`src/rtl/pam_demod_pkg.sv`:
```
// Shared types and helpers for the PAM demodulator carrier-recovery path.
package pam_demod_pkg;

  localparam int PHASE_W = 9;

  typedef enum logic {
    ACQUIRE = 1'b0,
    TRACK   = 1'b1
  } loop_mode_t;

  // Symmetric saturation to +-(2^(w-1)-1); caller narrows the result to w bits.
  function automatic logic signed [63:0] sat_signed(input logic signed [63:0] v,
                                                    input int unsigned      w);
    logic signed [63:0] lim;
    lim = (64'sd1 <<< (w - 1)) - 64'sd1;
    if (v > lim) return lim;
    if (v < -lim) return -lim;
    return v;
  endfunction

endpackage

```
`src/rtl/pam_lock_detect.sv`:
```
// Carrier lock detector: counts good/bad phase-error samples and selects ACQUIRE/TRACK.
// State and counters advance on the edge after a valid sample; mode is registered.
module pam_lock_detect
  import pam_demod_pkg::*;
#(
  parameter int LOCK_THRESH   = 16,
  parameter int LOCK_COUNT    = 255,
  parameter int UNLOCK_THRESH = 64,
  parameter int UNLOCK_COUNT  = 32
) (
  input  logic               clk,
  input  logic               reset_n,
  input  logic               sample_vld,
  input  logic [PHASE_W-1:0] phi_error,
  output loop_mode_t         mode,
  output logic               locked
);

  localparam int GOOD_W = $clog2(LOCK_COUNT + 1);
  localparam int BAD_W  = $clog2(UNLOCK_COUNT + 1);

  localparam logic [PHASE_W:0]  LOCK_T    = (PHASE_W + 1)'(LOCK_THRESH);
  localparam logic [PHASE_W:0]  UNLOCK_T  = (PHASE_W + 1)'(UNLOCK_THRESH);
  localparam logic [GOOD_W-1:0] GOOD_LAST = GOOD_W'(LOCK_COUNT - 1);
  localparam logic [BAD_W-1:0]  BAD_LAST  = BAD_W'(UNLOCK_COUNT - 1);

  loop_mode_t        state_q, state_d;
  logic [GOOD_W-1:0] good_cnt_q, good_cnt_d;
  logic [BAD_W-1:0]  bad_cnt_q, bad_cnt_d;

  // One extra bit so that |-256| = 256 is representable.
  logic [PHASE_W:0] e_ext;
  logic [PHASE_W:0] abs_e;

  assign e_ext = {phi_error[PHASE_W-1], phi_error};
  assign abs_e = e_ext[PHASE_W] ? (~e_ext + 1'b1) : e_ext;

  always_ff @(posedge clk or negedge reset_n) begin
    if (!reset_n) begin
      state_q    <= ACQUIRE;
      good_cnt_q <= '0;
      bad_cnt_q  <= '0;
    end else begin
      state_q    <= state_d;
      good_cnt_q <= good_cnt_d;
      bad_cnt_q  <= bad_cnt_d;
    end
  end

  always_comb begin
    state_d    = state_q;
    good_cnt_d = good_cnt_q;
    bad_cnt_d  = bad_cnt_q;
    if (sample_vld) begin
      unique case (state_q)
        ACQUIRE: begin
          if (abs_e < LOCK_T) begin
            if (good_cnt_q == GOOD_LAST) begin
              state_d    = TRACK;
              good_cnt_d = '0;
            end else begin
              good_cnt_d = good_cnt_q + 1'b1;
            end
          end else begin
            good_cnt_d = '0;
          end
        end
        TRACK: begin
          if (abs_e >= UNLOCK_T) begin
            if (bad_cnt_q == BAD_LAST) begin
              state_d   = ACQUIRE;
              bad_cnt_d = '0;
            end else begin
              bad_cnt_d = bad_cnt_q + 1'b1;
            end
          end else begin
            bad_cnt_d = '0;
          end
        end
        default: state_d = ACQUIRE;
      endcase
    end
  end

  always_comb begin
    mode   = state_q;
    locked = (state_q == TRACK);
  end

endmodule

```
`src/rtl/pam_phase_loop.sv`:
```
// Carrier-phase PI loop filter + NCO; one update per valid phase error.
// Outputs reflect a sample one edge after it is presented; no backpressure.
module pam_phase_loop
  import pam_demod_pkg::*;
#(
  parameter int FRAC          = 8,
  parameter int INT_W         = 20,
  parameter int KP_SHIFT_ACQ  = 2,
  parameter int KI_SHIFT_ACQ  = 6,
  parameter int KP_SHIFT_TRK  = 4,
  parameter int KI_SHIFT_TRK  = 10,
  parameter int LOCK_THRESH   = 16,
  parameter int LOCK_COUNT    = 255,
  parameter int UNLOCK_THRESH = 64,
  parameter int UNLOCK_COUNT  = 32
) (
  input  logic                    clk,
  input  logic                    reset_n,
  input  logic [PHASE_W-1:0]      phi_error,
  input  logic                    err_valid,
  input  logic                    loop_clear,
  output logic [PHASE_W-1:0]      phase_acum_mod,
  output logic                    phase_valid,
  output logic signed [INT_W-1:0] freq_word,
  output logic                    locked
);

  localparam int ACC_W = PHASE_W + FRAC;

  loop_mode_t mode;

  logic [ACC_W-1:0]        acc_q, acc_d;
  logic signed [INT_W-1:0] integ_q, integ_d;
  logic                    phase_valid_q, phase_valid_d;

  logic signed [INT_W-1:0] e_f;
  logic signed [INT_W-1:0] prop;
  logic signed [INT_W-1:0] ki_term;
  logic signed [INT_W:0]   integ_sum;
  logic signed [INT_W-1:0] integ_new;
  logic [ACC_W-1:0]        acc_new;

  // A sample dropped by loop_clear must not advance the lock counters either.
  pam_lock_detect #(
    .LOCK_THRESH  (LOCK_THRESH),
    .LOCK_COUNT   (LOCK_COUNT),
    .UNLOCK_THRESH(UNLOCK_THRESH),
    .UNLOCK_COUNT (UNLOCK_COUNT)
  ) u_lock (
    .clk       (clk),
    .reset_n   (reset_n),
    .sample_vld(err_valid & ~loop_clear),
    .phi_error (phi_error),
    .mode      (mode),
    .locked    (locked)
  );

  assign e_f = $signed({{(INT_W - ACC_W){phi_error[PHASE_W-1]}}, phi_error, {FRAC{1'b0}}});

  // Gains follow the registered mode, so a transition sample uses the old gains.
  assign prop    = (mode == TRACK) ? (e_f >>> KP_SHIFT_TRK) : (e_f >>> KP_SHIFT_ACQ);
  assign ki_term = (mode == TRACK) ? (e_f >>> KI_SHIFT_TRK) : (e_f >>> KI_SHIFT_ACQ);

  assign integ_sum = $signed({integ_q[INT_W-1], integ_q}) + $signed({ki_term[INT_W-1], ki_term});
  assign integ_new = INT_W'(sat_signed(64'(integ_sum), INT_W));

  // Summed at INT_W then truncated: the low ACC_W bits give the wrapped phase.
  assign acc_new = ACC_W'({{(INT_W - ACC_W){1'b0}}, acc_q} + integ_new + prop);

  always_comb begin
    acc_d         = acc_q;
    integ_d       = integ_q;
    phase_valid_d = 1'b0;
    if (loop_clear) begin
      acc_d   = '0;
      integ_d = '0;
    end else if (err_valid) begin
      acc_d         = acc_new;
      integ_d       = integ_new;
      phase_valid_d = 1'b1;
    end
  end

  always_ff @(posedge clk or negedge reset_n) begin
    if (!reset_n) begin
      acc_q         <= '0;
      integ_q       <= '0;
      phase_valid_q <= 1'b0;
    end else begin
      acc_q         <= acc_d;
      integ_q       <= integ_d;
      phase_valid_q <= phase_valid_d;
    end
  end

  assign phase_acum_mod = acc_q[ACC_W-1:FRAC];
  assign freq_word      = integ_q;
  assign phase_valid    = phase_valid_q;

endmodule

```
`config.mk`:
```
export PLATFORM = sky130hd
export DESIGN_NAME = pam_phase_loop
export DESIGN_NICKNAME = d
export VERILOG_FILES = /design/src/rtl/pam_demod_pkg.sv /design/src/rtl/pam_lock_detect.sv /design/src/rtl/pam_phase_loop.sv
export SDC_FILE = /design/constraint.sdc
export NUM_CORES = 1
export LEC_CHECK = 0
export BUFFER_PORTS_ARGS = -buffer_cell sky130_fd_sc_hd__buf_2
export CAP_MARGIN = 20
export CORE_UTILIZATION = 55
export CTS_CLUSTER_DIAMETER = 80
export DETAILED_ROUTE_END_ITERATION = 10
export GPL_TIMING_DRIVEN = 0
export HOLD_SLACK_MARGIN = 0.08
export PLACE_DENSITY = 0.75
export SYNTH_ARGS = -nofsm -noshare
export SYNTH_HDL_FRONTEND = slang
export SYNTH_SLANG_ARGS = --single-unit
```
`constraint.sdc`:
```
create_clock -name clk -period 9.35 [get_ports clk]
set_input_delay 1.87 -clock clk [delete_from_list [all_inputs] [get_ports clk]]
set_output_delay 1.87 -clock clk [all_outputs]
set_load 0.1 [all_outputs]
```
# Word-level counts from Yosys, hierarchy flattened
# Cells that the tools add are included.
# Widths: inputs -> output; s select.
dict set report word_totals {
  n_memories 0
  output_inout_bits 31
  romBits 0
  input_bits 13
  regBits 53
  ramBits 0
  latch_bits 0
  word_cells 50
}
dict set report classes {
  addsub 6
  muxes 25
  eq_ne 2
  mul 0
  order_cmp 4
  n_bitwise 4
  shifts 0
  div 0
  n_reduce_logical 3
}
# cell n
set op_table {}
lappend op_table {{$mux 20} 6}
lappend op_table {{$add 17x17->17} 2}
lappend op_table {{$mux 17} 2}
lappend op_table {{$add 20x11->21} 1}
lappend op_table {{$gt 21x20->1 const B} 1}
lappend op_table {{$lt 21x20->1 const B} 1}
lappend op_table {{$mux 10} 2}
lappend op_table {{$mux 8} 2}
lappend op_table {{$mux 14} 1}
lappend op_table {{$mux 6} 2}
lappend op_table {{$add 10x1->10 const B} 1}
lappend op_table {{$ge 10x7->1 const B} 1}
lappend op_table {{$lt 10x5->1 const B} 1}
lappend op_table {{$not 10->10} 1}
lappend op_table {{$mux 1} 9}
lappend op_table {{$add 8x1->8 const B} 1}
lappend op_table {{$eq 8x8->1 const B} 1}
lappend op_table {{$add 6x1->6 const B} 1}
lappend op_table {{$eq 6x5->1 const B} 1}
lappend op_table {{$reduce_and 2->1} 2}
lappend op_table {{$not 1->1} 2}
lappend op_table {{$pmux 1 s2} 1}
lappend op_table {{$reduce_bool 2->1} 1}
lappend op_table {{$and 1x1->1} 1}

# Depth between registers and ports, before layout
# Gate-level depths: netlist (run 1).
dict set report logic_depth {
  depth_word 11
  mapped_depth 32
  ltp_nobuf 31
}

# Hierarchy
# From an unflattened synthesis (run 1), not the netlist that was laid out.
dict set report hier_totals {
  cells_unflattened 601
  hier_area_um2 5182.5
}
# module cells_each area_per_inst_um2 n_inst
set modules_own_cells {}
lappend modules_own_cells {pam_phase_loop 494 4166.5 1}
lappend modules_own_cells {pam_lock_detect 107 1016.0 1}

# Worst setup path after synthesis (run 1)
# OpenSTA, ideal clock, no wires.
dict set report synth_path {
  path_type {in2reg}
  start {input port phi_error[8]}
  end {register acc_q[15]}
  setup_time_ns 0.136
  arrival_time_ns 7.484
  setup_slack_ns 1.730
  cell_stages 31
  cell_sequence {clkbuf_1 > nand2_1 > o21ai_0 > ha_1 > and3_4 > and3_1 > a21oi_2 > nand2_1 > xor2_1 > nor4_2 > nand4_1 > or4_4 > nor4b_4 > a31oi_4 > buf_2 > and2_1 > ha_1 > ha_1 > inv_1 > fa_1 > nor2b_1 > o21ai_0 > a21boi_0 > o21ai_0 > a21boi_0 > o21ai_0 > a21oi_1 > o2111ai_1 > and3_1 > o21ai_0 > a21oi_1}
}
dict set report synth_between {
  elab_chain_len 11
  word_cells_on_any_way 15
  classes_between {add/sub (3); order compare (2); mux (10)}
}
# item line_no
set synth_rtl {}
lappend synth_rtl {{from (decl)} pam_phase_loop.sv:19} ;# input logic [PHASE_W-1:0] phi_error,
lappend synth_rtl {{$mux 10} pam_phase_loop.sv:62} ;# assign ki_term = (mode == TRACK) ? (e_f >>> KI_SHIFT_TRK) : (e_f >>> KI_SHIFT_ACQ);
lappend synth_rtl {{$add 20x11->21} pam_phase_loop.sv:64} ;# assign integ_sum = $signed({integ_q[INT_W-1], integ_q}) + $signed({ki_term[INT_W-1], ki_term});
lappend synth_rtl {{$lt 21x20->1} pam_demod_pkg.sv:17} ;# if (v < -lim) return -lim;
lappend synth_rtl {{$mux 1 (2 in series)} pam_demod_pkg.sv:17}
lappend synth_rtl {{$mux 20} pam_demod_pkg.sv:18} ;# return v;
lappend synth_rtl {{$mux 20} pam_demod_pkg.sv:17}
lappend synth_rtl {{$add 17x17->17} pam_phase_loop.sv:68} ;# assign acc_new = ACC_W'({{(INT_W - ACC_W){1'b0}}, acc_q} + integ_new + prop);
lappend synth_rtl {{$add 17x17->17 (*)} pam_phase_loop.sv:68}
lappend synth_rtl {{$mux 17 (*)} pam_phase_loop.sv:77} ;# end else if (err_valid) begin
lappend synth_rtl {{$mux 17 (*)} pam_phase_loop.sv:74} ;# if (loop_clear) begin
lappend synth_rtl {{to (signal assigned)} pam_phase_loop.sv:86} ;# acc_q <= '0;
lappend synth_rtl {{to (signal assigned)} pam_phase_loop.sv:90} ;# acc_q <= acc_d;
lappend synth_rtl {{to (decl)} pam_phase_loop.sv:32} ;# logic [ACC_W-1:0] acc_q, acc_d;
# Mark *: on every way between the ends. The rest lies on a longest branch, timed or not. The select of a mux whose other input is x is not followed.
# A chain may end at the register's enable or synchronous reset.

# Worst setup path in the final report (run 1)
# Same ends and word-level chain as after synthesis.

==> results by group, run 1 <==
Logic synthesis
  – Simple logic cell fraction of the synthesized area: 19.9%
  – EDFF count, synth: 0
  – Compound-Gate Fraction of Synth Area: 19.0%
  – Syn. warnings: 0
  – Main flop type after synthesis: sky130_fd_sc_hd__dfrtp_1
  – Top area cells in the synthesized netlist: sky130_fd_sc_hd__dfrtp_1 28%, sky130_fd_sc_hd__ha_1 11%, sky130_fd_sc_hd__fa_1 5.9%, sky130_fd_sc_hd__nor2_1 5.0%, sky130_fd_sc_hd__nand2_1 5.0%
  – Share of the synthesized area in the top cell type: 27.8%
  – Asr flop ratio synth: 100%
  – Largest family of logic cells by synthesized area: simple AND/OR/NAND/NOR gates
  – Part of the Yosys area used for sequential elements: 27.8%
  – Number of unique standard cell types used by synthesis: 60
  – Cell count after synthesis: 563
  – Largest area contributor in the netlist: sky130_fd_sc_hd__dfrtp_1
  – Number of flip-flops and latches in the synthesized netlist: 53
  – Area share of xor/xnor cells in the synthesized design: 6.06%
  – Most frequent cells after synthesis: 64 x sky130_fd_sc_hd__nor2_1, 63 x sky130_fd_sc_hd__nand2_1, 53 x sky130_fd_sc_hd__dfrtp_1
  – Syn Area/Cell: 8.47 µm²
  – Area of the mapped netlist: 0.00477 mm²
  – Synth Area in Adders: 17.6%
  – Most frequently used cell type in the post-synthesis netlist: sky130_fd_sc_hd__nor2_1
  – Syn Nets: 633
  – Fraction of synthesized area in multiplexers: 3.78%

Worst setup path
  – CP arrival: 8.75 ns
  – Critical register-to-register path endpoint: acc_q[15]
  – Critical path endpoint: acc_q[15]
  – Maximum single-stage delay on the critical path: 0.54 ns
  – Top cell by count, worst path: sky130_fd_sc_hd__o21ai_0
  – Cell with the largest stage delay on the worst path: sky130_fd_sc_hd__or4_4
  – Critical path peak fanout: 18
  – CP Data Required Time: 9.52 ns
  – Critical path class: in -> reg
  – Critical Path Source: phi_error[8]
  – Worst Reg2Reg Path Length in Cells: 30
  – Sort of element at the end of the critical path: flip-flop
  – FF-to-FF Start: u_lock.locked
  – R2R setup slack: 1.90 ns
  – Element type at the critical path start: primary input

Final layout
  – Final-stage net count: 681
  – Share of final-layout standard cells stronger than drive strength 1: 11.6%
  – Area delta synth->final: 9.21%
  – Count of inserted antenna diode cells: 0

Clock tree
  – # H-tree levels: 2
  – Clock tree sinks: 53
  – Buffers from clock root to sink, at most: 2
  – Worst-Skew Late Latency: 0.31 ns
  – # hold bufs at CTS: 0
  – Root cell of the clock tree: sky130_fd_sc_hd__clkbuf_8
  – Number of gates given a new drive strength after cts: 0
  – TritonCTS clock tree: built
  – Number of buffers created by CTS: 5
  – Clk slew on worst S/H paths: 0.10 ns
  – Total setup buffers inserted after CTS: 0

Detailed routing
  – Initial DRC Count: 288
  – Remaining DRCs: 0
  – Number of optimization iterations in the first detailed-route pass: 4
  – Via count: 4140
  – Wire per inst: 15.2 µm
  – Post-DRT Antenna Nets: 0
  – Final wirelength: 10900 µm
  – Via density per instance: 5.77

GRT
  – Pin count of the biggest net entering global routing: 36
  – Overall Global Routing Usage: 26.0%
  – Initial antenna violation count: 0
  – Vias in the first global route: 3899
  – Aggregate global routing overflow: 0
  – Wire length of the first global-routing pass: 18400 µm

Timing
  – Fmax achieved: 117 MHz
  – Slack of the critical path: 0.773 ns
  – Period utilization: 91.7%
  – Worst clock skew: 0.00944 ns
  – Final hold violations: 0
  – Clock period minus worst slack: 8.58 ns
  – Transition time of the tightest slew-check pin: 0.762 ns
  – Final sum of negative setup slack: 0 ns
  – Setup repair after global routing missed its margin: false
  – Setup violation total in the final timing report: 0
  – Worst-case headroom to the max-slew limit: 49.2%
  – Final Slew Violations: 0

Floorplan
  – Die extent in y: 95.1 µm
  – Die Outline Area: 0.00904 mm²
  – Std-Cell Rows: 33
  – I/O pin cnt: 44
  – Core Box Area: 0.00830 mm²
  – Die extent in x: 95.1 µm
  – Effective utilization at floorplan: 57.4%

Placed design
  – Worst slack, placed: 0.283 ns
  – Count of port buffers added during placement: 41
  – Detailed placement HPWL: 8890 µm
  – RD Place Congestion: 0.936

Hold path
  – Hold/Removal Path Class: reg -> reg

Status
  – Outcome: finished clean

Power
  – Leakage power summed over all cells: 0.00255 µW
  – Highest ir drop seen on vdd: 0.235 mV
  – Cell Pwr Density: 323 mW/mm²

Job
  – Max-cap violations: 0
-- power breakdown --
group / leakage (µW) / switching, µW / internal, µW
clock: 0.0000439 / 78.9 / 51.9
combinational: 0.00181 / 774 / 457
sequential: 0.000700 / 42.1 / 277
-- state kept, by name (all words and copies together) (netlist names) --
register,flops
acc_q,17
u_lock.bad_cnt_q,6
u_lock.locked,1
u_lock.good_cnt_q,8
phase_valid,1
freq_word,20
-- cells by family (layout without fill, tap and decap cells) --
kind of cell	after synthesis	in the layout
xor+xnor	33	33
compound gates	137	137
flops	53	53
fa+ha+maj	59	59
simple gates	200	200
buf+inv	63	112
mux	18	18
-- placed cells by master, fill, tap and decap left out, types with 3 or more instances in the layout --
master                      Yosys  final
sky130_fd_sc_hd__nor2_1        64     64
sky130_fd_sc_hd__nand2_1       63     63
sky130_fd_sc_hd__dfrtp_1       53     53
sky130_fd_sc_hd__o21ai_0       43     43
sky130_fd_sc_hd__ha_1          43     43
sky130_fd_sc_hd__buf_2          1     42
sky130_fd_sc_hd__inv_1         36     36
sky130_fd_sc_hd__a21oi_1       28     28
sky130_fd_sc_hd__xnor2_1       20     20
sky130_fd_sc_hd__mux2i_1       18     18
sky130_fd_sc_hd__nand3_1       15     15
sky130_fd_sc_hd__fa_1          14     14
sky130_fd_sc_hd__xor2_1        13     13
sky130_fd_sc_hd__clkbuf_1      13     12
sky130_fd_sc_hd__nand2b_1      12     12
sky130_fd_sc_hd__a21o_1        11     11
sky130_fd_sc_hd__a32o_1        11     11
sky130_fd_sc_hd__buf_4          9      9
sky130_fd_sc_hd__a211oi_1       8      8
sky130_fd_sc_hd__nor3_1         8      8
sky130_fd_sc_hd__nor2b_1        8      8
sky130_fd_sc_hd__and2_1         8      8
sky130_fd_sc_hd__and3_1         7      7
sky130_fd_sc_hd__clkbuf_8       0      5
sky130_fd_sc_hd__o21a_1         4      4
sky130_fd_sc_hd__o31ai_1        4      4
sky130_fd_sc_hd__o21ai_1        3      3
sky130_fd_sc_hd__o2111ai_1      3      3
sky130_fd_sc_hd__a21boi_0       3      3
-- critical path: cells and delay by family --
family	cells	cell delay, ns
AOI/OAI and AO/OA	13	2.50
xor gates and xnor gates	1	0.28
adders and majority gates	4	1.25
buffers and inverters	3	0.66
and+or+nand+nor	10	2.23
-- metrics by stage --
| stage | area (µm²) | hold slack (ns) | std cells | total power (µW) | util, % |
|---|---|---|---|---|---|
| floorplan | 4770 | 0.467 | 563 | 1320 | - |
| global route | 5210 | 0.541 | 717 | 1840 | 62.7 |
| detailed placement | 5120 | 0.503 | 710 | 1540 | 61.7 |
| global placement | 5100 | 0.489 | 709 | 1510 | 61.5 |
| finish | 5210 | 0.508 | 717 | 1680 | 62.7 |
| CTS | 5210 | 0.518 | 718 | 1680 | 62.8 |
-- layer usage --
metal,up-vias,wire length (µm),GRT usage (%)
met3,16,395,3.43
li1,2062,-,-
met5,-,0,0
met2,78,5080,43.0
met1,1984,5270,35.5
met4,0,188,7.58
-- area by class of cell --
type	count	area, µm²
Buffer	25	136
Clock buffer	5	68.8
Clock inverter	3	17.5
Fill cell	720	3090
Inverter	37	139
Multi-Input combinational cell	447	3160
Sequential cell	53	1330
Tap cell	105	131
Timing Repair Buffer	42	225
-- worst min-delay path by stage --
| stage | end | slack (ns) | start | depth (start not counted) |
|---|---|---|---|---|
| floorplan | u_lock.bad_cnt_q[3] | 0.47 | u_lock.bad_cnt_q[3] | 1 |
| global placement | u_lock.good_cnt_q[4] | 0.49 | u_lock.good_cnt_q[4] | 1 |
| detailed placement | u_lock.bad_cnt_q[3] | 0.50 | u_lock.bad_cnt_q[3] | 1 |
| CTS | u_lock.bad_cnt_q[3] | 0.52 | u_lock.bad_cnt_q[3] | 1 |
| global route | u_lock.good_cnt_q[4] | 0.54 | u_lock.good_cnt_q[4] | 1 |
| finish | u_lock.bad_cnt_q[3] | 0.51 | u_lock.bad_cnt_q[3] | 1 |
Power figures use the tool's default switching activity.
==> run 2: changes to the inputs <==
PLACE_DENSITY = 0.74   (was 0.75)
SYNTH_HIERARCHICAL = 1   (was not set)
==> results by group, run 2 <==
Worst setup path
  – Ordered cell list for the critical path: buf_2 > nand2_1 > o21ai_0 > ha_1 > a21oi_1 > a211oi_1 > o31ai_1 > or3_1 > a32oi_4 > clkbuf_1 > clkbuf_1 > a21oi_1 > a21oi_1 > ha_1 > ha_1 > a21oi_1 > o211ai_1 > o41ai_2 > o311ai_0 > o41ai_1 > xnor2_1 > a2111o_1 > o21a_1 > mux2_1
  – Sort of element at the end of the critical path: flip-flop (unchanged)
  – Critical Path Source: phi_error[8] (unchanged)
  – Critical path peak fanout: 19 (was 18)
  – Worst Reg2Reg Path Length in Cells: 24 (was 30)
  – CP arrival: 8.78 ns (was 8.75 ns)
  – CP Data Required Time: 9.57 ns (was 9.52 ns)
  – Critical path class: in -> reg (unchanged)
  – Top cell by count, worst path: sky130_fd_sc_hd__a21oi_1 (was sky130_fd_sc_hd__o21ai_0)
  – FF-to-FF Start: u_lock/locked (was u_lock.locked)
  – Cell with the largest stage delay on the worst path: sky130_fd_sc_hd__o41ai_2 (was sky130_fd_sc_hd__or4_4)
  – Maximum single-stage delay on the critical path: 0.47 ns (was 0.54 ns)
  – Element type at the critical path start: primary input (unchanged)

Floorplan
  – I/O pin cnt: 44 (unchanged)
  – Core Box Area: 0.00920 mm² (was 0.00830 mm²)
  – Std-Cell Rows: 35 (was 33)
  – Die Outline Area: 0.00981 mm² (was 0.00904 mm²)
  – Die extent in x: 99.1 µm (was 95.1 µm)
  – Die extent in y: 99.1 µm (was 95.1 µm)
  – Effective utilization at floorplan: 56.4% (was 57.4%)

Logic synthesis
  – Area of the mapped netlist: 0.00518 mm² (was 0.00477 mm²)
  – Number of flip-flops and latches in the synthesized netlist: 53 (unchanged)
  – EDFF count, synth: 0 (unchanged)
  – Syn Nets: 671 (was 633)
  – Most frequent cells after synthesis: 60 x sky130_fd_sc_hd__nand2_1, 53 x sky130_fd_sc_hd__dfrtp_1, 50 x sky130_fd_sc_hd__inv_1 (was 64 x sky130_fd_sc_hd__nor2_1, 63 x sky130_fd_sc_hd__nand2_1, 53 x sky130_fd_sc_hd__dfrtp_1)
  – Most frequently used cell type in the post-synthesis netlist: sky130_fd_sc_hd__nand2_1 (was sky130_fd_sc_hd__nor2_1)
  – Number of unique standard cell types used by synthesis: 74 (was 60)
  – Asr flop ratio synth: 100% (unchanged)
  – Share of the synthesized area in the top cell type: 25.6% (was 27.8%)
  – Syn Area/Cell: 8.62 µm² (was 8.47 µm²)
  – Top area cells in the synthesized netlist: sky130_fd_sc_hd__dfrtp_1 26%, sky130_fd_sc_hd__ha_1 10%, sky130_fd_sc_hd__fa_1 5.4%, sky130_fd_sc_hd__nand2_1 4.3%, sky130_fd_sc_hd__a21oi_1 4.2% (was sky130_fd_sc_hd__dfrtp_1 28%, sky130_fd_sc_hd__ha_1 11%, sky130_fd_sc_hd__fa_1 5.9%, sky130_fd_sc_hd__nor2_1 5.0%, sky130_fd_sc_hd__nand2_1 5.0%)
  – Cell count after synthesis: 601 (was 563)
  – Main flop type after synthesis: sky130_fd_sc_hd__dfrtp_1 (unchanged)
  – Part of the Yosys area used for sequential elements: 25.6% (was 27.8%)
  – Syn. warnings: 6 (was 0)
  – Largest area contributor in the netlist: sky130_fd_sc_hd__dfrtp_1 (unchanged)

Final layout
  – Count of inserted antenna diode cells: 0 (unchanged)
  – Flip-flop count of the largest register after layout: 20 (unchanged)
  – Most common cell after layout, fill and taps aside: sky130_fd_sc_hd__nand2_1 (was sky130_fd_sc_hd__nor2_1)
  – Area delta synth->final: 9.34% (was 9.21%)
  – Share of final-layout standard cells stronger than drive strength 1: 14.7% (was 11.6%)
  – Final-stage net count: 720 (was 681)
  – Top library cells by usage in the layout, fill and taps aside: 60 x sky130_fd_sc_hd__nand2_1, 53 x sky130_fd_sc_hd__dfrtp_1, 50 x sky130_fd_sc_hd__inv_1 (was 64 x sky130_fd_sc_hd__nor2_1, 63 x sky130_fd_sc_hd__nand2_1, 53 x sky130_fd_sc_hd__dfrtp_1)

Placed design
  – Worst slack, placed: 0.637 ns (was 0.283 ns)
  – RD Place Congestion: 0.904 (was 0.936)
  – Detailed placement HPWL: 10200 µm (was 8890 µm)
  – Count of port buffers added during placement: 41 (unchanged)

Detailed routing
  – Remaining DRCs: 0 (unchanged)
  – Via count: 4620 (was 4140)
  – Wire per inst: 17.4 µm (was 15.2 µm)
  – Via density per instance: 6.06 (was 5.77)
  – Number of optimization iterations in the first detailed-route pass: 5 (was 4)
  – Post-DRT Antenna Nets: 0 (unchanged)
  – Final wirelength: 13300 µm (was 10900 µm)
  – Initial DRC Count: 210 (was 288)

Timing
  – Worst-case headroom to the max-slew limit: 54.2% (was 49.2%)
  – Setup violation total in the final timing report: 0 (unchanged)
  – Final Slew Violations: 0 (unchanged)
  – Fmax achieved: 117 MHz (about the same)
  – Final sum of negative setup slack: 0 ns (unchanged)
  – Period utilization: 91.6% (was 91.7%)
  – Transition time of the tightest slew-check pin: 0.680 ns (was 0.762 ns)
  – Final hold violations: 0 (unchanged)
  – Setup repair after global routing missed its margin: false (unchanged)
  – Worst clock skew: 0.0172 ns (was 0.00944 ns)
  – Slack of the critical path: 0.787 ns (was 0.773 ns)
  – Clock period minus worst slack: 8.56 ns (was 8.58 ns)

GRT
  – Initial antenna violation count: 0 (unchanged)
  – Wire length of the first global-routing pass: 21300 µm (was 18400 µm)
  – Pin count of the biggest net entering global routing: 28 (was 36)
  – Aggregate global routing overflow: 0 (unchanged)
  – Overall Global Routing Usage: 27.5% (was 26.0%)
  – Vias in the first global route: 4409 (was 3899)

Clock tree
  – Worst-Skew Late Latency: 0.32 ns (was 0.31 ns)
  – # hold bufs at CTS: 0 (unchanged)
  – Buffers from clock root to sink, at most: 2 (unchanged)
  – Number of gates given a new drive strength after cts: 0 (unchanged)
  – Clock tree sinks: 53 (unchanged)
  – # H-tree levels: 2 (unchanged)
  – Number of buffers created by CTS: 5 (unchanged)
  – Root cell of the clock tree: sky130_fd_sc_hd__clkbuf_8 (unchanged)
  – Total setup buffers inserted after CTS: 0 (unchanged)
  – TritonCTS clock tree: built (unchanged)
  – Clk slew on worst S/H paths: 0.11 ns (was 0.10 ns)

Hold path
  – Number of cells on the worst hold path: 1 (unchanged)
  – Worst Min Path Start: u_lock/bad_cnt_q[5] (was u_lock.bad_cnt_q[3])
  – Hold/Removal Path Class: reg -> reg (unchanged)

Power
  – Highest ir drop seen on vdd: 0.112 mV (was 0.235 mV)
  – Leakage power summed over all cells: 0.00267 µW (was 0.00255 µW)
  – Cell Pwr Density: 298 mW/mm² (was 323 mW/mm²)

Status
  – Outcome: finished clean (unchanged)

Job
  – Max-cap violations: 0 (unchanged)
run 2: cell count changes in the layout (fill, tap and decap cells not counted), sizes merged, moves of 9 or more:
cell	change
nand2b	-9
inv	+14
maj3	+10
o21ai	-23
a21oi	+15
nor3	+19
o22ai	+13
nor2	-17
run 2: metrics by stage:
stage	utilization, %	cell area [µm²]	hold WS [ns]	total power (µW)	instances
3_3_place_gp	60.1	5530	0.460	1470	753
6_report	61.6	5670	0.474	1690	762
5_1_grt	61.6	5670	0.503	1820	762
2_1_floorplan	-	5180	0.443	1280	601
3_5_place_dp	60.3	5550	0.465	1500	754
4_1_cts	61.6	5670	0.479	1680	762
run 2: final timing paths:
check	to	slack, ns
min in group asynchronous	freq_word[10]	1.56
setup reg to reg	acc_q[16]	1.76
hold reg to reg	u_lock/bad_cnt_q[5]	0.47
max in group asynchronous	acc_q[2]	7.20
setup / recovery	acc_q[16]	0.79
hold / removal	u_lock/bad_cnt_q[5]	0.47
run 2: area by class of cell:
cell class,count,area (µm²)
inverter,50,188
timing repair buffer,42,225
multi-input combinational,467,3470
tap,111,139
buffer,31,195
clock buffer,6,82.6
sequential,53,1330
clock inverter,2,37.5
fill,813,3530
run 2: cells by family after synthesis:
family,share of synthesized area [%]
buf+inv,7.39
xor+xnor,3.72
fa+ha+maj,18.1
flops,25.6
compound gates,21.4
simple gates,21.0
mux,2.75
run 2: power by group:
| group | internal [µW] | switching, µW | total [µW] |
|---|---|---|---|
| logic | 440 | 765 | 1200 |
| clock network | 87.3 | 85.4 | 173 |
| registers | 272 | 37.3 | 309 |
| total | 799 | 887 | 1690 |
run 2: routing by layer:
layer	routed length (µm)	vias up	global-route usage (%)
met2	6440	127	47.1
met5	0	-	0
li1	-	2273	-
met4	232	0	9.50
met3	712	19	3.97
met1	5890	2201	35.7
run 2: worst max-delay path: cells and delay by family:
kind	cells	cell delay, ns
compound gates	14	3.68
xor+xnor	1	0.17
fa+ha+maj	3	0.89
buf+inv	3	1.25
mux	1	0.32
simple gates	2	0.57
==> run 3: changes to the inputs <==
ABC_AREA = 1   (was not set)
==> results by group, run 3 <==
Status
  – Outcome: finished clean (unchanged)

GRT
  – Wire length of the first global-routing pass: 22300 µm (was 21300 µm)
  – Initial antenna violation count: 0 (unchanged)
  – Vias in the first global route: 4820 (was 4409)
  – Pin count of the biggest net entering global routing: 31 (was 28)
  – Overall Global Routing Usage: 28.4% (was 27.5%)
  – Aggregate global routing overflow: 0 (unchanged)

Logic synthesis
  – Syn. warnings: 6 (unchanged)
  – Synth Area in Adders: 15.3% (was 18.1%)
  – Largest area contributor in the netlist: sky130_fd_sc_hd__dfrtp_1 (unchanged)
  – EDFF count, synth: 0 (unchanged)
  – Largest family of logic cells by synthesized area: simple AND/OR/NAND/NOR gates (was compound AO/OA/AOI/OAI gates)
  – Most frequently used cell type in the post-synthesis netlist: sky130_fd_sc_hd__nand2_1 (unchanged)
  – Most frequent cells after synthesis: 317 x sky130_fd_sc_hd__nand2_1, 122 x sky130_fd_sc_hd__inv_1, 55 x sky130_fd_sc_hd__nor2_1 (was 60 x sky130_fd_sc_hd__nand2_1, 53 x sky130_fd_sc_hd__dfrtp_1, 50 x sky130_fd_sc_hd__inv_1)
  – Asr flop ratio synth: 100% (unchanged)
  – Area share of xor/xnor cells in the synthesized design: 2.45% (was 3.72%)
  – Compound-Gate Fraction of Synth Area: 10.1% (was 21.4%)
  – Cell count after synthesis: 826 (was 601)
  – Syn Area/Cell: 6.48 µm² (was 8.62 µm²)
  – Main flop type after synthesis: sky130_fd_sc_hd__dfrtp_1 (unchanged)
  – Area of the mapped netlist: 0.00536 mm² (was 0.00518 mm²)
  – Part of the Yosys area used for sequential elements: 24.8% (was 25.6%)
  – Syn Nets: 896 (was 671)
  – Share of the synthesized area in the top cell type: 24.8% (was 25.6%)
  – Fraction of synthesized area in multiplexers: 0% (was 2.75%)
  – Number of flip-flops and latches in the synthesized netlist: 53 (unchanged)
  – Number of unique standard cell types used by synthesis: 40 (was 74)
  – Top area cells in the synthesized netlist: sky130_fd_sc_hd__dfrtp_1 25%, sky130_fd_sc_hd__nand2_1 22%, sky130_fd_sc_hd__ha_1 10%, sky130_fd_sc_hd__inv_1 8.6%, sky130_fd_sc_hd__fa_1 5.2% (was sky130_fd_sc_hd__dfrtp_1 26%, sky130_fd_sc_hd__ha_1 10%, sky130_fd_sc_hd__fa_1 5.4%, sky130_fd_sc_hd__nand2_1 4.3%, sky130_fd_sc_hd__a21oi_1 4.2%)
  – Simple logic cell fraction of the synthesized area: 35.8% (was 21.0%)

Worst setup path
  – Element type at the critical path start: primary input (unchanged)
  – Sort of element at the end of the critical path: flip-flop (unchanged)
  – CP Data Required Time: 9.56 ns (was 9.57 ns)
  – Worst Reg2Reg Path Length in Cells: 33 (was 24)
  – Critical register-to-register path endpoint: acc_q[12] (was acc_q[16])
  – FF-to-FF Start: u_lock/locked (unchanged)
  – Maximum single-stage delay on the critical path: 0.47 ns (about the same)
  – CP arrival: 7.00 ns (was 8.78 ns)
  – Critical path class: in -> reg (unchanged)
  – Critical path peak fanout: 20 (was 19)
  – R2R setup slack: 3.42 ns (was 1.76 ns)
  – Top cell by count, worst path: sky130_fd_sc_hd__nand2_1 (was sky130_fd_sc_hd__a21oi_1)
  – Cell with the largest stage delay on the worst path: sky130_fd_sc_hd__fa_1 (was sky130_fd_sc_hd__o41ai_2)

Timing
  – Fmax achieved: 147 MHz (was 117 MHz)
  – Worst-case headroom to the max-slew limit: 61.5% (was 54.2%)
  – Clock period minus worst slack: 6.79 ns (was 8.56 ns)
  – Setup repair after global routing missed its margin: false (unchanged)
  – Transition time of the tightest slew-check pin: 0.577 ns (was 0.680 ns)
  – Worst clock skew: 0.00601 ns (was 0.0172 ns)
  – Period utilization: 72.6% (was 91.6%)
  – Final hold violations: 0 (unchanged)
  – Final hold slack: 0.494 ns (was 0.474 ns)
  – Final Slew Violations: 0 (unchanged)
  – Setup violation total in the final timing report: 0 (unchanged)
  – Slack of the critical path: 2.56 ns (was 0.787 ns)
  – Final sum of negative setup slack: 0 ns (unchanged)

Power
  – Leakage power summed over all cells: 0.00345 µW (was 0.00267 µW)
  – Final total power: 1780 µW (was 1690 µW)
  – Highest ir drop seen on vdd: 0.204 mV (was 0.112 mV)
  – Cell Pwr Density: 304 mW/mm² (was 298 mW/mm²)

Floorplan
  – Die extent in y: 101 µm (was 99.1 µm)
  – I/O pin cnt: 44 (unchanged)
  – Die extent in x: 101 µm (was 99.1 µm)
  – Core Box Area: 0.00933 mm² (was 0.00920 mm²)
  – Die Outline Area: 0.0101 mm² (was 0.00981 mm²)
  – Std-Cell Rows: 35 (unchanged)
  – Effective utilization at floorplan: 57.4% (was 56.4%)

Hold path
  – Hold/Removal Path Class: reg -> reg (unchanged)
  – Number of cells on the worst hold path: 2 (was 1)
  – Worst Min Path Start: acc_q[6] (was u_lock/bad_cnt_q[5])
  – Capture endpoint of the worst hold path: acc_q[6] (was u_lock/bad_cnt_q[5])

Clock tree
  – TritonCTS clock tree: built (unchanged)
  – Total setup buffers inserted after CTS: 0 (unchanged)
  – # hold bufs at CTS: 0 (unchanged)
  – # H-tree levels: 2 (unchanged)
  – Buffers from clock root to sink, at most: 2 (unchanged)
  – Number of buffers created by CTS: 5 (unchanged)
  – Clock tree sinks: 53 (unchanged)
  – Number of gates given a new drive strength after cts: 0 (unchanged)
  – Clk slew on worst S/H paths: 0.10 ns (was 0.11 ns)
  – Root cell of the clock tree: sky130_fd_sc_hd__clkbuf_8 (unchanged)
  – Worst-Skew Late Latency: 0.32 ns (about the same)

Final layout
  – Share of final-layout standard cells stronger than drive strength 1: 10.1% (was 14.7%)
  – Filler Cell Count: 883 (was 813)
  – Count of inserted antenna diode cells: 0 (unchanged)
  – Final-stage net count: 947 (was 720)
  – Top library cells by usage in the layout, fill and taps aside: 317 x sky130_fd_sc_hd__nand2_1, 122 x sky130_fd_sc_hd__inv_1, 55 x sky130_fd_sc_hd__nor2_1 (was 60 x sky130_fd_sc_hd__nand2_1, 53 x sky130_fd_sc_hd__dfrtp_1, 50 x sky130_fd_sc_hd__inv_1)
  – Most common cell after layout, fill and taps aside: sky130_fd_sc_hd__nand2_1 (unchanged)
  – Flip-flop count of the largest register after layout: 20 (unchanged)
  – Area delta synth->final: 9.02% (was 9.34%)

Detailed routing
  – Wire per inst: 13.6 µm (was 17.4 µm)
  – Met2 wire len: 6800 µm (was 6440 µm)
  – Top Layer Used: met4 (unchanged)
  – Remaining DRCs: 0 (unchanged)
  – Post-DRT Antenna Nets: 0 (unchanged)
  – Via density per instance: 5.23 (was 6.06)
  – Detailed-routed wire length on met3: 374 µm (was 712 µm)
  – Number of optimization iterations in the first detailed-route pass: 5 (unchanged)
  – Initial DRC Count: 261 (was 210)
  – Final wirelength: 13700 µm (was 13300 µm)
  – Via count: 5269 (was 4620)
  – Met1 wire length: 6260 µm (was 5890 µm)

Placed design
  – Count of port buffers added during placement: 43 (was 41)
  – RD Place Congestion: 0.902 (was 0.904)
  – Detailed placement HPWL: 11300 µm (was 10200 µm)
  – Worst slack, placed: 2.29 ns (was 0.637 ns)

Job
  – Max-cap violations: 0 (unchanged)
## run 3: cell types whose count changed after synthesis, sizes merged, moves of 13 or more
cell,before,now
nor3,28,7
nor2b,13,0
inv,50,122
nand3,12,50
nand2,60,324
o21ai,23,36
## run 3: final cells by class
cell class / instances / area, µm² / share of cell area (%)
multi-input cells: 628 / 3410 / 58.4
plain buffers: 22 / 160 / 2.74
inverters: 123 / 462 / 7.91
clock inverters: 3 / 17.5 / 0.300
clock buffers: 5 / 68.8 / 1.18
repair buffers: 44 / 235 / 4.03
flip-flops and latches: 53 / 1330 / 22.7
well taps: 129 / 161 / 2.76
## run 3: critical path: cells and delay by family
family	cells	cell delay, ns
AND/OR/NAND/NOR	15	1.66
adder cells (fa/ha/maj)	3	1.15
AO/OA/AOI/OAI	8	1.59
buffers and inverters	5	0.71
## run 3: kinds of logic (layout without fill, tap and decap cells)
family	after synthesis	in the layout
flip-flops	53	53
adder cells (fa/ha/maj)	57	57
AND/OR/NAND/NOR	461	461
AO/OA/AOI/OAI	95	95
buffers and inverters	145	197
XOR/XNOR	15	15
## run 3: worst max-delay path by stage
stage                       startpoint  slack [ns]        end
after floorplan           phi_error[2]        3.48  acc_q[12]
after CTS                 phi_error[8]        2.63  acc_q[12]
after global placement    phi_error[8]        2.37  acc_q[12]
after detailed placement  phi_error[8]        2.29  acc_q[12]
after global routing      phi_error[8]        2.07  acc_q[12]
final                     phi_error[8]        2.56  acc_q[12]
## run 3: where the power goes
part | switching, µW | internal (µW)
combinational | 917 | 405
clock | 81.2 | 51.9
sequential | 42.5 | 277
total | 1040 | 734
## run 3: through the flow
stage                     utilization, %  instances  instance area (µm²)
after global routing                62.6       1007                 5840
after detailed placement            61.7        999                 5750
after floorplan                        -        826                 5360
final                               62.6       1007                 5840
after CTS                           62.6       1007                 5840
after global placement              61.4        998                 5730
## run 3: layer usage
metal / vias up / track usage (%)
met5: - / 0
met4: 0 / 10.3
met3: 26 / 2.98
met2: 95 / 49.9
met1: 2454 / 36.2
li1: 2694 / -
